<file path="config.mk">
export PLATFORM = sky130hd
export DESIGN_NAME = sa_drain_ctrl
export DESIGN_NICKNAME = d
export VERILOG_FILES = /design/src/rtl/sa_drain_ctrl.sv
export SDC_FILE = /design/constraint.sdc
export NUM_CORES = 1
export LEC_CHECK = 0
export ABC_AREA = 0
export ABC_CLOCK_PERIOD_IN_PS = 6750
export BUFFER_PORTS_ARGS = -buffer_cell sky130_fd_sc_hd__buf_2
export CAP_MARGIN = 20
export CORE_UTILIZATION = 50
export CTS_CLUSTER_SIZE = 10
export DETAILED_ROUTE_END_ITERATION = 6
export PLACE_DENSITY_LB_ADDON = 0.12
export REMOVE_ABC_BUFFERS = 1
export SYNTH_ARGS = -nofsm -noshare
export SYNTH_HDL_FRONTEND = slang
export SYNTH_SLANG_ARGS = --single-unit
</file>
<file path="constraint.sdc">
create_clock -name clk -period 6.75 [get_ports clk]
set_clock_uncertainty 0.15 [all_clocks]
set_input_delay 0.675 -clock clk [delete_from_list [all_inputs] [get_ports clk]]
set_output_delay 0.675 -clock clk [all_outputs]
set_load 0.05 [all_outputs]
</file>
<file path="src/rtl/sa_drain_ctrl.sv">
// sa_drain_ctrl: drains one 16-lane systolic-array result batch at a time
// into the output-memory write port, one write per valid lane at consecutive
// addresses, until the programmed conv count is used up.
// Optional build macro SA_DRAIN_RELU_EN: when defined, written data is
// ReLU-clamped (negative signed lane values written as zero).
// All outputs are registers loaded from next-state values, so no input has a
// combinational path to an output.
module sa_drain_ctrl #(
   parameter int LANES = 16,
   parameter int DW    = 16,
   parameter int AW    = 16
) (
   input  logic                  clk,
   input  logic                  rst,
   input  logic                  start,
   input  logic [AW-1:0]         base_addr,
   input  logic [15:0]           total_convs,
   input  logic                  res_valid,
   input  logic [LANES*DW-1:0]   res_data,
   output logic                  res_ready,
   output logic                  mem_req,
   output logic [AW-1:0]         mem_addr,
   output logic [DW-1:0]         mem_data,
   input  logic                  mem_gnt,
   output logic                  busy,
   output logic                  done
);

   localparam int CW = $clog2(LANES + 1);   // holds 0..LANES
   localparam int IW = $clog2(LANES);       // lane index into the shadow

   typedef enum logic [1:0] {
      S_IDLE  = 2'd0,
      S_WAIT  = 2'd1,
      S_DRAIN = 2'd2,
      S_DONE  = 2'd3
   } state_t;

   state_t               state_r, state_s;
   logic [AW-1:0]        addr_r, addr_s;
   logic [15:0]          rem_r, rem_s;
   logic [CW-1:0]        bcnt_r, bcnt_s;
   logic [CW-1:0]        lane_r, lane_s;
   logic [LANES*DW-1:0]  shadow_r, shadow_s;
   logic [IW-1:0]        lane_sel_s;
   logic [DW-1:0]        data_s;

   // Output data shaping: optional ReLU on the signed lane value
   function automatic logic [DW-1:0] shape_f(input logic [DW-1:0] v);
`ifdef SA_DRAIN_RELU_EN
      if (v[DW-1]) begin
         return {DW{1'b0}};
      end else begin
         return v;
      end
`else
      return v;
`endif
   endfunction

   // State register with synchronous reset
   always_ff @(posedge clk) begin
      if (rst) begin
         state_r <= S_IDLE;
      end else begin
         state_r <= state_s;
      end
   end

   // Next-state and datapath update logic
   always_comb begin
      state_s  = state_r;
      addr_s   = addr_r;
      rem_s    = rem_r;
      bcnt_s   = bcnt_r;
      lane_s   = lane_r;
      shadow_s = shadow_r;
      case (state_r)
         S_IDLE: begin
            if (start) begin
               addr_s = base_addr;
               rem_s  = total_convs;
               lane_s = {CW{1'b0}};
               if (total_convs == 16'd0) begin
                  state_s = S_DONE;
               end else begin
                  state_s = S_WAIT;
               end
            end else begin
               state_s = S_IDLE;
            end
         end
         S_WAIT: begin
            if (res_valid && res_ready) begin
               shadow_s = res_data;
               lane_s   = {CW{1'b0}};
               if (rem_r < 16'(LANES)) begin
                  bcnt_s = rem_r[CW-1:0];
               end else begin
                  bcnt_s = CW'(LANES);
               end
               state_s = S_DRAIN;
            end else begin
               state_s = S_WAIT;
            end
         end
         S_DRAIN: begin
            if (mem_gnt) begin
               lane_s = lane_r + CW'(1);
               addr_s = addr_r + AW'(1);
               rem_s  = rem_r - 16'd1;
               if (lane_r == (bcnt_r - CW'(1))) begin
                  if (rem_r != 16'd1) begin
                     state_s = S_WAIT;
                  end else begin
                     state_s = S_DONE;
                  end
               end else begin
                  state_s = S_DRAIN;
               end
            end else begin
               state_s = S_DRAIN;
            end
         end
         S_DONE: begin
            state_s = S_IDLE;
         end
         default: begin
            state_s = S_IDLE;
         end
      endcase
   end

   // Select the lane that will be presented next; the index wraps harmlessly
   // once a full batch has been consumed because mem_req is low then
   always_comb begin
      lane_sel_s = lane_s[IW-1:0];
      data_s     = shape_f(shadow_s[32'(lane_sel_s) * DW +: DW]);
   end

   // Datapath registers and registered outputs
   always_ff @(posedge clk) begin
      if (rst) begin
         addr_r    <= {AW{1'b0}};
         rem_r     <= 16'd0;
         bcnt_r    <= {CW{1'b0}};
         lane_r    <= {CW{1'b0}};
         shadow_r  <= {(LANES*DW){1'b0}};
         res_ready <= 1'b0;
         mem_req   <= 1'b0;
         mem_addr  <= {AW{1'b0}};
         mem_data  <= {DW{1'b0}};
         busy      <= 1'b0;
         done      <= 1'b0;
      end else begin
         addr_r    <= addr_s;
         rem_r     <= rem_s;
         bcnt_r    <= bcnt_s;
         lane_r    <= lane_s;
         shadow_r  <= shadow_s;
         res_ready <= (state_s == S_WAIT);
         mem_req   <= (state_s == S_DRAIN);
         mem_addr  <= addr_s;
         mem_data  <= data_s;
         busy      <= (state_s == S_WAIT) || (state_s == S_DRAIN);
         done      <= (state_s == S_DONE);
      end
   end

endmodule

</file>
Word level (Yosys, flattened, before mapping)
Index checks and enable logic that the tools add are counted.

Register bits after elaboration: 320. Latch bits: 0. RAM bits: 0. Memory bits (read-only): 0. Input port bits: 293. Output and inout bits: 36. Logic and storage cells: 58. Memories kept: 0.

Add/sub/neg operators: 4. Multipliers: 0. Div/mod/pow operators: 0. $lt $le $gt $ge: 1. Equal/unequal tests: 11. Shifts and indexed selects: 1. Multiplexer cells: 20. Bitwise operators: 0. Reduce and logical (&&, ||, !) cells: 9.

Operator list (count): 256-bit 2-to-1 mux (2); 256-bit by 9-bit indexed part select with 16-bit output (1); 16-bit 2-to-1 mux (4); 16-bit case mux with 2 select lines (2); 5-bit 2-to-1 mux (4); 16-bit by 1-bit adder with 16-bit output (second input constant) (1); 16-bit zero test (1); 16-bit by 5-bit < comparator with 1-bit output (second input constant) (1); 16-bit by 1-bit inequality test with 1-bit output (second input constant) (1); 16-bit by 1-bit subtractor with 16-bit output (second input constant) (1); 5-bit case mux with 3 select lines (1); 2-bit 2-to-1 mux (6); 2-bit == test (second input constant) (4); 2-bit case mux with 4 select lines (1); 2-bit inequality test (second input constant) (3); 5-bit by 1-bit adder with 5-bit output (second input constant) (1); 5-bit == test (1); 5-bit by 1-bit subtractor with 5-bit output (second input constant) (1); 2-bit by 1-bit == test with 1-bit output (second input constant) (2); 4-bit AND reduction (1); 3-bit AND reduction (1); 3-bit nonzero test (1); 2-bit zero test (1); 2-bit AND reduction (1); 3 further kinds (3).

Logic depth before layout (Yosys ltp)
Gate-level depths: netlist of the first run.

Depth after elaboration: 7. Depth in mapped cells: 11. Depth with buffers taken out: 11.

Least setup slack after synthesis of the first run
OpenSTA, ideal clock, no wires.

Kind: input to register. Start: in res_valid. End: reg busy. Setup time: 0.126 ns. Arrival: 2.174 ns. Required time: 6.474 ns. Slack: 4.299 ns. Stages on the path: 10. Buffers on the path: 4. Cells stage by stage: nand4b_1 -> buf_6 -> buf_4 -> buf_2 -> buf_2 -> o21ai_0 -> a21oi_1 -> inv_1 -> ha_1 -> nor2_1.

Word-level cells in the longest chain between the ends: 5. Elaborated cells on any way between the ends: 6. Classes of those cells: 2 x eq/ne; 2 x mux; 2 x reduce/logical.

RTL lines: from (decl) (RTL line 18) `input logic res_valid,`; 1-bit logical AND (*) (RTL line 94) `if (res_valid && res_ready) begin`; 2-bit 2-to-1 mux (*) (RTL line 94); 2-bit case mux with 4 select lines (*) (RTL line 78) `case (state_r)`; 2-bit by 1-bit == test with 1-bit output / 2-bit == test (equally long branches) (RTL line 165) `busy <= (state_s == S_WAIT) || (state_s == S_DRAIN);`; 1-bit logical OR (*) (RTL line 165); to (signal assigned) (RTL line 165); to (decl) (RTL line 25) `output logic busy,`.

Every way passes the cells marked *; elsewhere a longest branch is shown, timed or not. A chain may end at the register's enable or synchronous reset.

Worst setup path in the final report of the first run
Start: reg lane_r[1]. End: reg mem_data[6].

Word-level cells in the longest chain between the ends: 4. Elaborated cells on any way between the ends: 6. Classes of those cells: 1 x add/sub; 1 x shift; 4 x mux.

RTL lines: from (decl) (RTL line 43) `logic [CW-1:0] lane_r, lane_s;`; from (signal assigned) (RTL line 147) `lane_r <= {CW{1'b0}};`; from (signal assigned) (RTL line 159) `lane_r <= lane_s;`; 5-bit by 1-bit adder with 5-bit output (RTL line 109) `lane_s = lane_r + CW'(1);`; 5-bit 2-to-1 mux (RTL line 108) `if (mem_gnt) begin`; 5-bit case mux with 3 select lines (*) (RTL line 78); 256-bit by 9-bit indexed part select with 16-bit output (*) (RTL line 138) `data_s = shape_f(shadow_s[32'(lane_sel_s) * DW +: DW]);`; to (signal assigned) (RTL line 152) `mem_data <= {DW{1'b0}};`; to (signal assigned) (RTL line 164) `mem_data <= data_s;`; to (decl) (RTL line 23) `output logic [DW-1:0] mem_data,`.

Every way passes the cells marked *; elsewhere a longest branch is shown, timed or not. The select of a mux whose other input is x is not followed.

==> impl_metrics.ini, run 1 <==
[run_status]
outcome = finished, final reports clean

[critical_path]
crit_type = register to register
worst_setup_path_start_kind = register
slowest_delay_ns = 0.84
cpLargestDelayFamily = compound AO/OA/AOI/OAI gates
arrival_ns = 4.71
startpoint = lane_r[1]
critPathRequiredTime_ns = 6.97
critPathSlowestCell = dfxtp_1
critical_path_buf_inv_count = 1
reg2reg_from = lane_r[1]
cp_cell_sequence = ha_1 > and4b_1 > a31o_1 > a21oi_4 > buf_4 > a21oi_1 > o31ai_1 > o21bai_1 > a22oi_1
cp-end-kind = register
cp_max_fo = 52

[sta]
fin_setup_tns_ns = 0
period_needed_ns = 4.49
maxSlewHeadroom_pct = 32.6
setup_slack_ns = 2.26
tightestPinTransition_ns = 1.01
rsz0062_at_grt = no
setup_violations = 0
fin_crit_sh_pct = 66.5
final-hold-violation-count = 0
max_freq_mhz = 223
final_max_slew_viol_count = 0

[logic_synthesis]
synthDistinctLibCells = 71
synthTopCellsByArea = dfxtp_1 42%, nand2_1 10%, a21oi_1 9.0%, mux2i_1 8.1%, nor2_1 4.3%
synth_common_cells = 421 x nand2_1, 320 x dfxtp_1, 275 x a21oi_1, 174 x nor2_1, 123 x mux2i_1
yosysMostFrequentCell = nand2_1
synthesis.area_sq_um = 15200
synth_edf_count = 0
yosysWarnings = 0
yosys.area.top_type_share_pct = 42.1
async_reset_ff_share_pct = 0
ys_seq_area_share_pct = 42.1
ys.flop_type = dfxtp_1
synthCells = 1949
synth-seq-cells = 320
synth.avg_cell_area_sq_um = 7.81
yosys.area.top_type = dfxtp_1

[grt]
grt_pass1_wl_mm = 70.2
gr-usage-met2_pct = 44.8
overflow = 0
grt_max_degree = 170
met1_usage_pct = 38.5
grt_use_total_pct = 28.3
antenna_found_initial = 7
groute.layer.met3.usage_pct = 4.31
grt-busiest-layer = met2
grt_pass1_vias = 13500

[place]
place.gp.congestion = 0.819
port_buffers = 328
dp_cells = 2523
place_ws_ns = 2.33
dp_hpwl_mm = 29.7

[clock_network]
clockBufferDepth = 3
cts_tree = done
cts_num_sinks = 320
post_cts_resized = 0
cts-root-buf = clkbuf_16
cts_made_buffers = 38
path_clk_slew_ns = 0.06
post_cts_buffers = 0
insertion_delay_ns = 0.51
cts_hold_buf = 0
cts_htree_levels = 2

[floorplanning]
ioPinCount = 329
start_util_pct = 51.1
fp.dieH_um = 176
fp.coreArea_sq_um = 29800
core.rowCount = 63
dieArea_sq_um = 31100
fp.dieW_um = 176

[detailed_routing]
vias = 14700
wl_per_cell_um = 17.7
postRouteAntennaNets = 0
drc = 0
drt_first_pass_iters = 5
drt-vias-per-instance = 5.72
drt_iter0_drc = 1445
routed_wl_mm = 45.6

[pwr]
power.clock.fraction_pct = 43.0
powerDensity_nw_per_um2 = 236
power.switching_w = 0.00104
p_total_w = 0.00422
p_leak_nw = 7.47
irDropWorstVdd_mv = 0.200
pwr-share-comb_pct = 10.2
seqPwrFrac_pct = 46.8
power_switching_share_pct = 24.7
power.internal_w = 0.00318

[final_layout]
final_util_pct = 60.1
nFillCells = 2851
final_cell_count_no_fill = 2575
area_growth_pct = 17.6
drive_above_1_share_pct = 19.1
seqCellArea_sq_um = 6410
multi_input_area_sq_um = 8070
finalNetCount = 2474

[worst_hold_path]
hold_path_startpoint = res_data[154]
hp-class = primary input to register

[run]
drv_cap = 0
-- flip-flops by register name, summed over array words and instances (netlist names) --
| name | cells |
|---|---|
| addr_r | 16 |
| bcnt_r | 5 |
| busy | 1 |
| done | 1 |
| lane_r | 5 |
| mem_data | 16 |
| mem_req | 1 |
| rem_r | 16 |
| res_ready | 1 |
| shadow_r | 256 |
| state_r | 2 |
-- cells in the final DEF, fill, tap and decap left out, types with 6 or more instances in the layout --
| cell | n |
|---|---|
| o21ai_0 | 86 |
| mux2_2 | 8 |
| o22ai_1 | 26 |
| nor4_1 | 9 |
| o31ai_1 | 20 |
| ha_1 | 8 |
| nor2_1 | 172 |
| nor2b_1 | 16 |
| buf_2 | 327 |
| nand2_1 | 420 |
| nor3_1 | 15 |
| diode_2 | 6 |
| nand2b_1 | 6 |
| nand3_1 | 31 |
| a21oi_1 | 274 |
| mux2i_1 | 122 |
| dfxtp_1 | 320 |
| inv_1 | 10 |
| o21ai_1 | 16 |
| clkbuf_16 | 39 |
| and3_1 | 26 |
| buf_4 | 16 |
| a2bb2oi_1 | 24 |
| o211ai_1 | 6 |
| a31oi_1 | 15 |
| a22oi_1 | 21 |
| a211oi_1 | 44 |
-- per-stage QoR --
step                      instance area [sq um]  hold WS, ns
after floorplan                           14500        0.276
after global placement                    16800        0.287
after detailed placement                  16800        0.292
after CTS                                 17900        0.232
after global routing                      17900        0.246
final                                     17900        0.249
-- final cells by class --
type                            count  area share, %
Multi-Input combinational cell   1455           45.1
Sequential cell                   320           35.8
Timing Repair Buffer              347           10.2
Clock buffer                       44           5.61
Tap cell                          390           2.73
Inverter                           11          0.231
Clock inverter                      2          0.217
Antenna cell                        6         0.0839
-- layer usage --
| metal | share of wire, % | vias up |
|---|---|---|
| li1 | - | 7242 |
| met1 | 45 | 6841 |
| met2 | 45 | 534 |
| met3 | 7.1 | 102 |
| met4 | 3.8 | 2 |
| met5 | 0.024 | - |
-- power groups by stage --
stage                     Clock [W]  Combinational [W]  Sequential [W]
after floorplan                   0           0.000218         0.00205
after global placement            0           0.000423         0.00201
after detailed placement          0           0.000428         0.00201
after CTS                   0.00185           0.000429         0.00197
after global routing        0.00192           0.000469         0.00198
final                       0.00181           0.000430         0.00197
-- worst paths after layout --
check | cells after the start | slack, ns | endpoint
worst max-delay path | 9 | 2.26 | mem_data[6]
worst min-delay path | 3 | 0.25 | shadow_r[154]
worst max register to register | 9 | 2.26 | mem_data[6]
worst min register to register | 2 | 0.30 | shadow_r[75]
-- worst register-to-register path, cell delays in order, from the launching register on --
cell	delay, ns
dfxtp_1	0.84
ha_1	0.53
and4b_1	0.46
a31o_1	0.31
a21oi_4	0.61
buf_4	0.61
a21oi_1	0.09
o31ai_1	0.46
o21bai_1	0.19
a22oi_1	0.10
-- cell families (layout without fill, tap and decap cells) --
kind of cell | after synthesis | after routing | synth area share (%)
and+or+nand+nor | 725 | 725 | 20.0
buffers and inverters | 174 | 404 | 5.24
other | 0 | 6 | 0
xor gates and xnor gates | 7 | 7 | 0.403
adders and majority gates | 8 | 8 | 0.658
muxes | 135 | 135 | 8.98
DFF | 320 | 320 | 42.1
AOI/OAI and AO/OA | 580 | 580 | 22.6
(Power assumes the default switching activity.)
==> run 2: changes to the inputs <==
--- a/config.mk
+++ b/config.mk
@@ -6,7 +6,7 @@
 export NUM_CORES = 1
 export LEC_CHECK = 0
 export ABC_AREA = 0
-export ABC_CLOCK_PERIOD_IN_PS = 6750
+export ABC_CLOCK_PERIOD_IN_PS = 4600
 export BUFFER_PORTS_ARGS = -buffer_cell sky130_fd_sc_hd__buf_2
 export CAP_MARGIN = 20
 export CORE_UTILIZATION = 50
==> constraint.sdc (replaced) <==
create_clock -name clk -period 4.6 [get_ports clk]
set_clock_uncertainty 0.15 [all_clocks]
set_input_delay 0.46 -clock clk [delete_from_list [all_inputs] [get_ports clk]]
set_output_delay 0.46 -clock clk [all_outputs]
set_load 0.05 [all_outputs]
==> run 2 against run 1 <==
  * Non-clock buffer count is 22 higher
  * Critical path depth is 1 lower
  * Core utilization is 0.73 points higher
  * First-iteration DRC count is 2.4% higher
  * Register-to-register slack worse by 1.1 ns
  * Sequential share of layout area is 0.43 points lower
  * Power is 46% higher
  * Sequential cell count stayed put
==> impl_metrics.ini, run 2 (same netlist as run 1, synthesis figures left out) <==
[critical_path]
startpoint = state_r[1]
critPathRequiredTime_ns = 4.84
cp_max_fo = 102
slowest_delay_ns = 0.84
cp_cell_sequence = nand4b_1 > buf_12 > mux2i_1 > a21oi_1 > o22ai_1 > a31oi_1 > o31ai_1 > o22ai_1
arrival_ns = 3.68
reg2reg_from = state_r[1]
crit_top_cell = o22ai_1
crit_type = register to register
worst_setup_path_start_kind = register
critPathSlowestCell = dfxtp_1
cp-end-kind = register

[clock_network]
cts-root-buf = clkbuf_16
insertion_delay_ns = 0.52
post_cts_resized = 0
post_cts_buffers = 0
cts_made_buffers = 38
path_clk_slew_ns = 0.05
clockBufferDepth = 3
cts_num_sinks = 320
cts_tree = done
cts_hold_buf = 0
cts_htree_levels = 2

[place]
placed_cell_area_sq_um = 17100
place_ws_ns = 1.26
place.gp.congestion = 0.810
dp_cells = 2544
dp_hpwl_mm = 30.4
port_buffers = 328

[detailed_routing]
routed_wl_mm = 46.0
wl_met3_mm = 2.95
drc = 0
route.met2.wl_mm = 21.3
wl_per_cell_um = 17.7
wl_met1_mm = 20.5
top_layer_used = met5
vias = 14900
drt_first_pass_iters = 7
drt-vias-per-instance = 5.74
drt_iter0_drc = 1479
postRouteAntennaNets = 0

[floorplanning]
fp.dieH_um = 176
dieArea_sq_um = 31100
start_util_pct = 51.1
core.rowCount = 63
fp.coreArea_sq_um = 29800
ioPinCount = 329
fp.dieW_um = 176

[final_layout]
final_cell_mix = 420 x nand2_1, 327 x buf_2, 320 x dfxtp_1
finalNetCount = 2496
final_common_cell = nand2_1
largest_register = shadow_r
final_cell_count_no_fill = 2600
finalInstanceArea_sq_um = 18100
area_growth_pct = 19.1
largest_reg_flops = 256
drive_above_1_share_pct = 19.9

[sta]
fin_crit_sh_pct = 74.8
rsz0062_at_grt = no
setup_violations = 0
max_freq_mhz = 291
final_max_slew_viol_count = 0
period_needed_ns = 3.44
maxSlewHeadroom_pct = 39.1
hold_ws_ns = 0.0282
final-hold-violation-count = 0
setup_slack_ns = 1.16
tightestPinTransition_ns = 0.909

[pwr]
p_total_w = 0.00616
irDropWorstVdd_mv = 0.241
p_leak_nw = 7.60
power_switching_share_pct = 25.1
seqPwrFrac_pct = 47.0
pwr-share-comb_pct = 10.4
power.switching_w = 0.00154
power.clock.fraction_pct = 42.6
power.internal_w = 0.00462
powerDensity_nw_per_um2 = 340

[worst_hold_path]
hp-class = primary input to register
hold_path_startpoint = res_data[247]

[grt]
grt_use_total_pct = 28.1
grt_pass1_wl_mm = 70.4
grt_max_degree = 191
overflow = 0
antenna_found_initial = 10
grt_pass1_vias = 13400

[run_status]
outcome = finished, final reports clean

[run]
drv_cap = 0
[run 2: final timing paths]
path | to | slack (ns) | depth (start not counted)
worst max-delay path | mem_data[4] | 1.16 | 8
worst min-delay path | shadow_r[247] | 0.03 | 3
worst max register to register | mem_data[4] | 1.16 | 8
worst min register to register | shadow_r[129] | 0.30 | 2
[run 2: metrics by stage]
stage / utilization, % / setup TNS (ns)
6_report: 60.8 / 0
5_1_grt: 60.8 / 0
4_1_cts: 60.7 / 0
3_5_place_dp: 57.3 / 0
3_3_place_gp: 57.3 / 0
2_1_floorplan: - / -1878.56
[run 2: power by group through the flow]
stage / registers (W) / clock network (W) / logic (W)
floorplan: 0.00300 / 0 / 0.000320
global placement: 0.00295 / 0 / 0.000625
detailed placement: 0.00295 / 0 / 0.000633
CTS: 0.00290 / 0.00267 / 0.000636
global route: 0.00290 / 0.00277 / 0.000696
finish: 0.00290 / 0.00263 / 0.000639
[run 2: cell type report]
type,count,area [sq um]
fillers,2774,11700
multi-input cells,1455,8070
flip-flops and latches,320,6410
repair buffers,369,2070
clock buffers,45,1010
well taps,390,488
inverters,11,41.3
diodes,8,20.0
clock inverters,2,13.8
[run 2: routing by layer]
layer | GRT usage [%] | up-vias
met3 | 4.65 | 89
li1 | - | 7295
met4 | 10.1 | 4
met2 | 45.8 | 503
met1 | 37.5 | 7042
met5 | 0 | -
[run 2: worst max-delay path, delay by kind of cell (launching register included)]
kind / cells / cell delay [ns]
compound gates: 5 / 0.96
buf+inv: 1 / 0.45
flops: 1 / 0.84
mux: 1 / 0.36
simple gates: 1 / 0.50
